**src/rtl/aes_pkg.sv**
```systemverilog
// Shared constants, FSM state and word-index types for the AES stream loader.
// word_of() is the one place that defines MSB-first word order inside a 128-bit sentence.
package aes_pkg;

    localparam int BYTE     = 8;
    localparam int WORD     = 32;
    localparam int SENTENCE = 128;

    typedef enum logic [1:0] {
        LOAD,
        START,
        WAIT,
        DRAIN
    } state_t;

    typedef logic [1:0] word_idx_t;

    // Word 0 is [127:96], word 3 is [31:0].
    function automatic logic [WORD-1:0] word_of(input logic [SENTENCE-1:0] s,
                                                input word_idx_t         idx);
        return s[SENTENCE-1 - int'(idx)*WORD -: WORD];
    endfunction

endpackage

```
**src/rtl/aes_stream_loader_if.sv**
```systemverilog
// Word-bus side of the loader: input word stream and output word stream.
// The master is the system bus; the slave is the loader.
interface aes_stream_loader_if;

    logic                     In_Valid;
    logic                     In_Ready;
    logic [aes_pkg::WORD-1:0] In_Data;
    logic                     In_Is_Key;
    logic                     Out_Valid;
    logic                     Out_Ready;
    logic [aes_pkg::WORD-1:0] Out_Data;

    modport master (
        output In_Valid, In_Data, In_Is_Key, Out_Ready,
        input  In_Ready, Out_Valid, Out_Data
    );

    modport slave (
        input  In_Valid, In_Data, In_Is_Key, Out_Ready,
        output In_Ready, Out_Valid, Out_Data
    );

endinterface

```
**src/rtl/aes_word_serializer.sv**
```systemverilog
// Captures a 128-bit result on a load strobe and hands it out as four 32-bit words,
// MSB word first, holding each word until the downstream accepts it.
module aes_word_serializer
    import aes_pkg::*;
(
    input  logic                CLK,
    input  logic                RST,
    input  logic                i_load,
    input  logic [SENTENCE-1:0] i_data,
    input  logic                i_ready,
    output logic                o_valid,
    output logic [WORD-1:0]     o_data,
    output logic                o_last
);

    logic [SENTENCE-1:0] r_capture;
    word_idx_t           r_idx;
    logic                r_valid;
    logic [WORD-1:0]     r_data;

    assign o_valid = r_valid;
    assign o_data  = r_data;
    assign o_last  = r_valid & i_ready & (r_idx == 2'd3);

    always_ff @(posedge CLK) begin
        if (RST) begin
            r_capture <= '0;
            r_idx     <= '0;
            r_valid   <= 1'b0;
            r_data    <= '0;
        end else if (i_load) begin
            r_capture <= i_data;
            r_idx     <= '0;
            r_valid   <= 1'b1;
            r_data    <= word_of(i_data, 2'd0);
        end else if (r_valid && i_ready) begin
            if (r_idx == 2'd3) begin
                r_valid <= 1'b0;
            end else begin
                r_idx  <= r_idx + 2'd1;
                r_data <= word_of(r_capture, r_idx + 2'd1);
            end
        end
    end

endmodule

```
**src/rtl/aes_stream_loader.sv**
```systemverilog
// Word-serial front/back end for the AES core: assembles key and text, pulses Start,
// waits for Done with a timeout, then streams the cipher text out through the serializer.
module aes_stream_loader
    import aes_pkg::*;
#(
    parameter int TIMEOUT = 16
) (
    input  logic                CLK,
    input  logic                RST,
    aes_stream_loader_if.slave  bus,
    output logic [SENTENCE-1:0] Key,
    output logic [SENTENCE-1:0] Plain_Text,
    output logic                Start,
    input  logic                Done,
    input  logic [SENTENCE-1:0] Cipher_Text,
    output logic                Err
);

    localparam int             TW       = (TIMEOUT > 1) ? $clog2(TIMEOUT) : 1;
    localparam logic [TW-1:0]  T_LAST   = TW'(TIMEOUT - 1);
    localparam logic [2:0]     TXT_FULL = 3'd4;

    state_t              r_state;
    logic [SENTENCE-1:0] r_key;
    logic [SENTENCE-1:0] r_text;
    word_idx_t           r_key_cnt;
    logic [2:0]          r_txt_cnt;
    logic                r_key_ok;
    logic                r_start;
    logic                r_err;
    logic [TW-1:0]       r_tcnt;

    logic       w_accept;
    logic       w_key_wr;
    logic       w_txt_wr;
    word_idx_t  w_key_idx;
    logic       w_key_ok_nxt;
    logic [2:0] w_txt_cnt_nxt;
    logic       w_load;
    logic       w_last;

    assign bus.In_Ready = (r_state == LOAD);
    assign w_accept     = bus.In_Valid & bus.In_Ready;
    assign w_key_wr     = w_accept & bus.In_Is_Key;
    assign w_txt_wr     = w_accept & ~bus.In_Is_Key & (r_txt_cnt != TXT_FULL);
    // A key word arriving over a complete key begins a fresh key at word 0.
    assign w_key_idx    = r_key_ok ? 2'd0 : r_key_cnt;
    assign w_load       = (r_state == WAIT) & Done;

    assign Key        = r_key;
    assign Plain_Text = r_text;
    assign Start      = r_start;
    assign Err        = r_err;

    // NOTE: every output of an always_comb gets a default first, so no path leaves it unassigned and no latch is inferred.
    always_comb begin
        w_key_ok_nxt  = r_key_ok;
        w_txt_cnt_nxt = r_txt_cnt;
        if (w_key_wr) w_key_ok_nxt = (w_key_idx == 2'd3);
        if (w_txt_wr) w_txt_cnt_nxt = r_txt_cnt + 3'd1;
    end

    // NOTE: sequential state uses non-blocking assignments so every register samples pre-edge values regardless of statement order.
    always_ff @(posedge CLK) begin
        if (RST) begin
            // NOTE: the wide key/text registers are reset too, so nothing from an aborted block survives RST.
            r_state   <= LOAD;
            r_key     <= '0;
            r_text    <= '0;
            r_key_cnt <= '0;
            r_txt_cnt <= '0;
            r_key_ok  <= 1'b0;
            r_start   <= 1'b0;
            r_err     <= 1'b0;
            r_tcnt    <= '0;
        end else begin
            r_start <= 1'b0;
            case (r_state)
                LOAD: begin
                    if (w_key_wr) begin
                        r_key[SENTENCE-1 - int'(w_key_idx)*WORD -: WORD] <= bus.In_Data;
                        r_key_cnt <= w_key_idx + 2'd1;
                    end
                    if (w_txt_wr) begin
                        r_text[SENTENCE-1 - int'(r_txt_cnt[1:0])*WORD -: WORD] <= bus.In_Data;
                    end
                    r_key_ok  <= w_key_ok_nxt;
                    r_txt_cnt <= w_txt_cnt_nxt;
                    // Launch on the post-accept counts so Start follows the last word by one cycle.
                    if (w_key_ok_nxt && (w_txt_cnt_nxt == TXT_FULL)) begin
                        r_state <= START;
                        r_start <= 1'b1;
                    end
                end
                START: begin
                    r_state <= WAIT;
                    r_tcnt  <= '0;
                end
                WAIT: begin
                    if (Done) begin
                        r_state <= DRAIN;
                    end else if (r_tcnt == T_LAST) begin
                        r_err     <= 1'b1;
                        r_txt_cnt <= '0;
                        r_state   <= LOAD;
                    end else begin
                        r_tcnt <= r_tcnt + 1'b1;
                    end
                end
                DRAIN: begin
                    if (w_last) begin
                        r_txt_cnt <= '0;
                        r_state   <= LOAD;
                    end
                end
                default: r_state <= LOAD;
            endcase
        end
    end

    aes_word_serializer u_serializer (
        .CLK     (CLK),
        .RST     (RST),
        .i_load  (w_load),
        .i_data  (Cipher_Text),
        .i_ready (bus.Out_Ready),
        .o_valid (bus.Out_Valid),
        .o_data  (bus.Out_Data),
        .o_last  (w_last)
    );

endmodule
```
**src/flat_wrapper.sv**
```systemverilog
// flat-port wrapper written by rule: the top's interface ports become plain ports
module aes_stream_loader_flat import aes_pkg::*;
#(
    parameter int TIMEOUT = 16
)
  (CLK, RST, Key, Plain_Text, Start, Done, Cipher_Text, Err, bus_In_Valid, bus_In_Data, bus_In_Is_Key, bus_Out_Ready, bus_In_Ready, bus_Out_Valid, bus_Out_Data);
  aes_stream_loader_if bus_i ();
  input  logic CLK;
  input  logic RST;
  output logic [SENTENCE-1:0] Key;
  output logic [SENTENCE-1:0] Plain_Text;
  output logic Start;
  input  logic Done;
  input  logic [SENTENCE-1:0] Cipher_Text;
  output logic Err;
  input wire logic [$bits(bus_i.In_Valid)-1:0] bus_In_Valid;
  input wire logic [$bits(bus_i.In_Data)-1:0] bus_In_Data;
  input wire logic [$bits(bus_i.In_Is_Key)-1:0] bus_In_Is_Key;
  input wire logic [$bits(bus_i.Out_Ready)-1:0] bus_Out_Ready;
  output wire logic [$bits(bus_i.In_Ready)-1:0] bus_In_Ready;
  output wire logic [$bits(bus_i.Out_Valid)-1:0] bus_Out_Valid;
  output wire logic [$bits(bus_i.Out_Data)-1:0] bus_Out_Data;
  assign bus_i.In_Valid = bus_In_Valid;
  assign bus_i.In_Data = bus_In_Data;
  assign bus_i.In_Is_Key = bus_In_Is_Key;
  assign bus_i.Out_Ready = bus_Out_Ready;
  assign bus_In_Ready = bus_i.In_Ready;
  assign bus_Out_Valid = bus_i.Out_Valid;
  assign bus_Out_Data = bus_i.Out_Data;
  aes_stream_loader #(.TIMEOUT(TIMEOUT)) u_core (.CLK(CLK), .RST(RST), .bus(bus_i), .Key(Key), .Plain_Text(Plain_Text), .Start(Start), .Done(Done), .Cipher_Text(Cipher_Text), .Err(Err));
endmodule
```
**config.mk**
```make
export PLATFORM = sky130hd
export DESIGN_NAME = aes_stream_loader_flat
export DESIGN_NICKNAME = d
export VERILOG_FILES = /design/src/rtl/aes_pkg.sv /design/src/rtl/aes_stream_loader_if.sv /design/src/rtl/aes_word_serializer.sv /design/src/rtl/aes_stream_loader.sv /design/src/flat_wrapper.sv
export SDC_FILE = /design/constraint.sdc
export NUM_CORES = 1
export LEC_CHECK = 0
export ABC_AREA = 0
export BUFFER_PORTS_ARGS = -buffer_cell sky130_fd_sc_hd__buf_4
export CAP_MARGIN = 25
export CORE_MARGIN = 3
export CORE_UTILIZATION = 48
export DETAILED_ROUTE_END_ITERATION = 12
export PLACE_DENSITY = 0.77
export SYNTH_ARGS = -nofsm -noshare
export SYNTH_HDL_FRONTEND = slang
export SYNTH_SLANG_ARGS = --single-unit
export TNS_END_PERCENT = 5
```
**constraint.sdc**
```tcl
create_clock -name CLK -period 1.51 [get_ports CLK]
set_input_delay 0 -clock CLK [delete_from_list [all_inputs] [get_ports CLK]]
set_output_delay 0 -clock CLK [all_outputs]
set_load 0.02 [all_outputs]
```
-- Word level (Yosys, flattened, before mapping)
Index checks and enable logic that the tools add are counted.
- flip-flop bits (word level): 433
- $add $sub $neg: 9
- equality and inequality tests: 15
- shift operators: 5
- multiplexer cells: 24
- bitwise gates (word level): 11
- reduce and logical (&&, ||, !) cells: 18
- operator list (kind ; count):
    variable shift 32 x 33 -> 159 bit, first input constant ; 2
    variable part select 32 x 33 -> 159 bit ; 2
    bitwise mux 128 bit ; 2
    variable part select 159 x 8 -> 32 bit ; 1
    2-to-1 mux 32 bit ; 3
    negation 32 -> 33 bit ; 2
    subtractor 7 x 7 -> 8 bit, first input constant ; 3
    2-to-1 mux 3 bit ; 4
    inequality test 2 bit, second input constant ; 6
    2-to-1 mux 2 bit ; 5
    AND reduction 2 bit ; 5
    case mux 3 bit (3 select lines) ; 1
    AND reduction 3 bit ; 3
    == test 2 bit, second input constant ; 4
    2-to-1 mux 4 bit ; 2
    case mux 2 bit (4 select lines) ; 1
    case mux 4 bit (2 select lines) ; 1
    AND 1 bit ; 7
    inequality test 3 bit, second input constant ; 2
    nonzero test 2 bit ; 3
    2-to-1 mux 1 bit ; 5
    adder 2 x 1 -> 2 bit, second input constant ; 2
    adder 4 x 1 -> 4 bit, second input constant ; 1
    == test 4 bit, second input constant ; 1
    other kinds (9) ; 14

-- Logic depth before layout (Yosys ltp)
- depth after elaboration: 9
- gate-level depth with buffers: 9
- mapped depth without buffers: 6

-- Hierarchy
A second synthesis with hierarchy kept.
- cells, all modules: 1940
- area total of the unflattened synthesis: 17489.3 um^2
- by module, submodules not included (module ; instances ; cells each ; area each (um^2) ; sequential area each (um^2)):
    aes_stream_loader ; 1 ; 1282 ; 10468.8 ; 5405.2
    aes_word_serializer ; 1 ; 658 ; 7020.5 ; 3263.1

-- Worst setup path after synthesis
Ideal clock, no wire load.
- kind: register to register
- start: reg u_core.u_serializer.r_idx[0]
- end: reg u_core.u_serializer.r_data[21] (netlist: u_core.u_serializer.o_data[21])
- library setup time: 134 ps
- data arrival time: 1500 ps
- data required time: 1376 ps
- slack: -124 ps
- cell stages (with the launch flop): 7
- path buffers: 2
- clock period less this slack: 1634 ps
- cells stage by stage: dfxtp_1 > ha_1 > buf_2 > clkbuf_1 > mux4_2 > nand2_1 > a211oi_1
- cells in the longest elaborated chain, start to end: 6
- elaborated cells between the ends (all ways): 9
- those cells by class: add/sub (2); eq/ne (2); shift (1); mux (3); reduce/logical (1)
- ends and longest elaborated chain (item ; RTL line ; text):
    start, declared ; aes_word_serializer.sv:17 ; word_idx_t r_idx;
    start signal, assigned ; aes_word_serializer.sv:40 ; r_idx <= r_idx + 2'd1;
    adder 2 x 1 -> 2 bit ; aes_word_serializer.sv:41 ; r_data <= word_of(r_capture, r_idx + 2'd1);
    subtractor 7 x 7 -> 8 bit ; aes_pkg.sv:21 ; return s[SENTENCE-1 - int'(idx)*WORD -: WORD];
    variable part select 159 x 8 -> 32 bit ; aes_pkg.sv:21 ;
    2-to-1 mux 32 bit ; aes_word_serializer.sv:37 ; if (r_idx == 2'd3) begin
    2-to-1 mux 32 bit ; aes_word_serializer.sv:36 ; end else if (r_valid && i_ready) begin
    2-to-1 mux 32 bit ; aes_word_serializer.sv:31 ; end else if (i_load) begin
    end signal, assigned ; aes_word_serializer.sv:35 ; r_data <= word_of(i_data, 2'd0);
    end signal, assigned ; aes_word_serializer.sv:41 ;
    end, declared ; aes_word_serializer.sv:19 ; logic [WORD-1:0] r_data;
Several ways; a longest one is shown, not always the timed one. The select of a mux whose other input is x is not followed.
A chain may end at the register's enable or synchronous reset.

-- Worst setup path in the final report
- start: reg u_core.r_state[0]
- end: reg u_core.u_serializer.r_capture[35]
- cells in the longest elaborated chain, start to end: 2
- ends and longest elaborated chain (item ; RTL line ; text):
    start, declared ; aes_stream_loader.sv:23 ; state_t r_state;
    start signal, assigned ; aes_stream_loader.sv:67 ; r_state <= LOAD;
    start signal, assigned ; aes_stream_loader.sv:91 ; r_state <= START;
    start signal, assigned ; aes_stream_loader.sv:96 ; r_state <= WAIT;
    == test 2 bit ; aes_stream_loader.sv:48 ; assign w_load = (r_state == WAIT) & Done;
    AND 1 bit ; aes_stream_loader.sv:48 ;
    end signal, assigned ; aes_word_serializer.sv:32 ; r_capture <= i_data;
    end, declared ; aes_word_serializer.sv:16 ; logic [SENTENCE-1:0] r_capture;
Every way passes these cells.

==> impl_metrics.py <==
metrics = {
    "pwr": {
        "combPwrFrac_pct": 9.0,
        "p_sw_mw": 5.80,
        "swShare_pct": 23.7,
        "power_density_nw_per_um2": 969,
        "irDropWorstVdd_mv": 0.867,
        "seq_power_share_pct": 47.2,
        "p_leak_nw": 9.62,
        "p_clk_share_pct": 43.8,
        "p_int_mw": 18.7,
    },
    "cells_and_area": {
        "fill_cells": 2288,
        "drive_above_1_share_pct": 30.0,
        "area_growth_pct": 48.1,
        "multiInputGateArea_um2": 7670,
        "layout_common_cells": "nand2_1, buf_4, dfxtp_1",
        "final_cell_area_um2": 25300,
        "regArea_um2": 8680,
        "mostFrequentLayoutCell": "nand2_1",
        "finalNetCount": 2831,
    },
    "synth": {
        "ys_ff_latch": 433,
        "synth_edf_count": 0,
        "synthTopCellsByArea": "dfxtp_1, a21oi_1, nand2_1",
        "synth_area_um2": 17100,
        "postSynthNetCount": 2252,
        "synthDistinctLibCells": 43,
        "async_flop_share_pct": 0,
        "synth.avg_cell_area_um2": 8.23,
        "yosys_warnings": 0,
        "synth_top_cell_area_share_pct": 50.7,
        "syn_inst": 2076,
        "yosysSeqAreaShare_pct": 50.7,
        "yosys.area.top_type": "dfxtp_1",
        "synth_ff_type": "dfxtp_1",
    },
    "cts": {
        "cts_tree": "built",
        "clock-sinks": 433,
        "cts-root-buf": "clkbuf_16",
        "clkTransAtPathRegs_ns": 0.07,
        "clock_latency_ns": 0.55,
        "cts_made_buffers": 44,
        "cts_buffer_depth": 3,
        "cts_max_level": 2,
    },
    "sta": {
        "drv_slew": 0,
        "rsz0062_at_grt": "yes",
        "fmax_mhz": 622,
        "fin_crit_sh_pct": 106,
        "hold_viol": 0,
        "relSlewSlack_pct": 50.6,
        "setup_viol": 99,
        "skew_ns": 0.0271,
        "period_needed_ns": 1.61,
        "fin_setup_tns_ns": -3.39,
        "tightest_slew_ns": 0.741,
        "setup_slack_ns": -0.0966,
    },
    "setup_path": {
        "path_cells": "buf_6, nor2b_1, buf_4, and2_4, buf_12, buf_8, clkbuf_16, nand2_1, a21oi_1",
        "max_stage_delay_ns": 0.34,
        "cp_max_fo": 6,
        "arrival_ns": 2.06,
        "startpoint_type": "register",
        "crit_type": "register to register",
        "critical_path.endpoint_type": "register",
        "worst_path_max_delay_cell": "dfxtp_2",
        "crit_required_ns": 1.96,
        "reg2reg_depth": 9,
    },
    "global_routing": {
        "gr-total-overflow": 0,
        "track_usage_pct": 32.9,
        "grt_pass1_wl_um": 100000,
        "grt_max_degree": 150,
        "grt_pass1_vias": 17815,
        "antenna_found_initial": 6,
    },
    "detailed_routing": {
        "vias": 18470,
        "drtPass1Iterations": 8,
        "wire_per_inst_um": 21.8,
        "via_per_inst": 5.87,
        "drt-total-wl_um": 68400,
        "first_iter_violations": 2011,
        "drc": 0,
        "ant_nets": 0,
    },
    "floorplanning": {
        "rows": 68,
        "initial_core_util_pct": 49.1,
        "dieArea_um2": 37900,
        "top_level_ports": 458,
        "core_um2": 34800,
        "die_w_um": 195,
        "die_y_um": 195,
    },
    "place": {
        "place.gp.congestion": 0.896,
        "hpwl_um": 39800,
        "port_buffers": 457,
        "place_area_um2": 21200,
    },
    "outcome": {
        "status": "finished, violations left",
        "violations": "negative setup slack",
    },
    "worst_hold_path": {
        "hold_path_class": "input port to register",
        "hold_depth": 4,
    },
    "run": {
        "cap_violations": 0,
    },
}
sequential cells by signal, summed over array words and instances (netlist names), 2 cells and up:
register and flops:
u_core.Key 128, u_core.Plain_Text 128, u_core.u_serializer.r_capture 128, u_core.u_serializer.o_data 32, u_core.r_tcnt 4, u_core.r_txt_cnt 3, u_core.r_key_cnt 2, u_core.r_state 2
u_core.u_serializer.r_idx 2
worst max-delay path: cells and delay by family, from the launching register on:
family,cells,cell delay [ns]
buffers and inverters,5,0.68
AND/OR/NAND/NOR,3,0.37
AO/OA/AOI/OAI,1,0.14
flip-flops,1,0.34
metrics by stage:
stage | util [%] | setup WS (ns) | instances | hold slack [ns] | power [mW]
after floorplan | - | -0.124 | 2076 | 0.136 | 12.6
after global placement | 60.9 | -0.154 | 2868 | 0.247 | 13.5
after detailed placement | 60.9 | -0.223 | 2868 | 0.255 | 13.5
after CTS | 70.9 | -0.0597 | 3122 | 0.247 | 24.4
after global routing | 72.7 | -0.217 | 3144 | 0.277 | 25.1
final | 72.7 | -0.0966 | 3144 | 0.272 | 24.5
repair_timing:
action                                  in CTS  in global routing
gates resized for setup                     63                101
pin swaps                                   25                 86
gates cloned                                 6                  9
endpoints found under the setup margin     349                387
hold buffers                               165                  0
buffers inserted                             9                  7
hold endpoints to repair                   423                  0
layout make-up:
type / count / share of cell area (%)
Antenna cell: 6 / 0.0593
Clock buffer: 64 / 5.09
Clock inverter: 10 / 0.420
Inverter: 7 / 0.104
Multi-Input combinational cell: 1418 / 30.3
Sequential cell: 433 / 34.3
Tap cell: 455 / 2.25
Timing Repair Buffer: 751 / 27.5
final timing paths:
kind | from | end | slack, ns
setup / recovery | u_core.r_state[0] | u_core.u_serializer.r_capture[35] | -0.1
hold / removal | Cipher_Text[33] | u_core.u_serializer.r_capture[33] | 0.27
setup reg to reg | u_core.r_state[0] | u_core.u_serializer.r_capture[35] | -0.1
hold reg to reg | u_core.Key[1] | u_core.Key[1] | 0.45
synth_stat cells, types with 2 or more instances:
cell type  count
nand2b_1       2
clkbuf_4      31
o21ai_0        3
a21oi_1      420
buf_8          9
nor3b_1        2
clkbuf_1     106
nor2_1        46
and3_1         6
mux4_2        32
nand2_1      559
ha_1          10
buf_1         10
xor2_1         3
dfxtp_1      433
nor2b_1        4
buf_2         48
a211oi_1      34
buf_4          9
a31oi_1        2
buf_6          6
inv_1          7
nor3_1         5
nand3_1      233
or3_1          2
and2_1         4
nand4_1       34
power groups by stage:
stage	clock, mW	sequential, mW	combinational [mW]
CTS	10.7	11.6	2.09
floorplan	0	11.9	0.707
global placement	0	11.8	1.68
detailed placement	0	11.8	1.70
finish	10.7	11.6	2.22
global route	11.2	11.6	2.31
cells by family after synthesis:
| group | Yosys count | synth area share, % |
|---|---|---|
| xor+xnor | 4 | 0.205 |
| compound gates | 465 | 14.3 |
| mux | 34 | 4.34 |
| buf+inv | 227 | 7.08 |
| simple gates | 903 | 22.6 |
| flops | 433 | 50.7 |
| fa+ha+maj | 10 | 0.732 |
metal layers:
layer,GRT usage (%),vias to the layer above,share of wire (%)
li1,-,8190,-
met3,6.53,340,10
met4,20.4,0,6.8
met5,0,-,0
met2,55.2,1302,48
met1,38.8,8638,35
No activity file was read; power rests on OpenSTA's default activity.
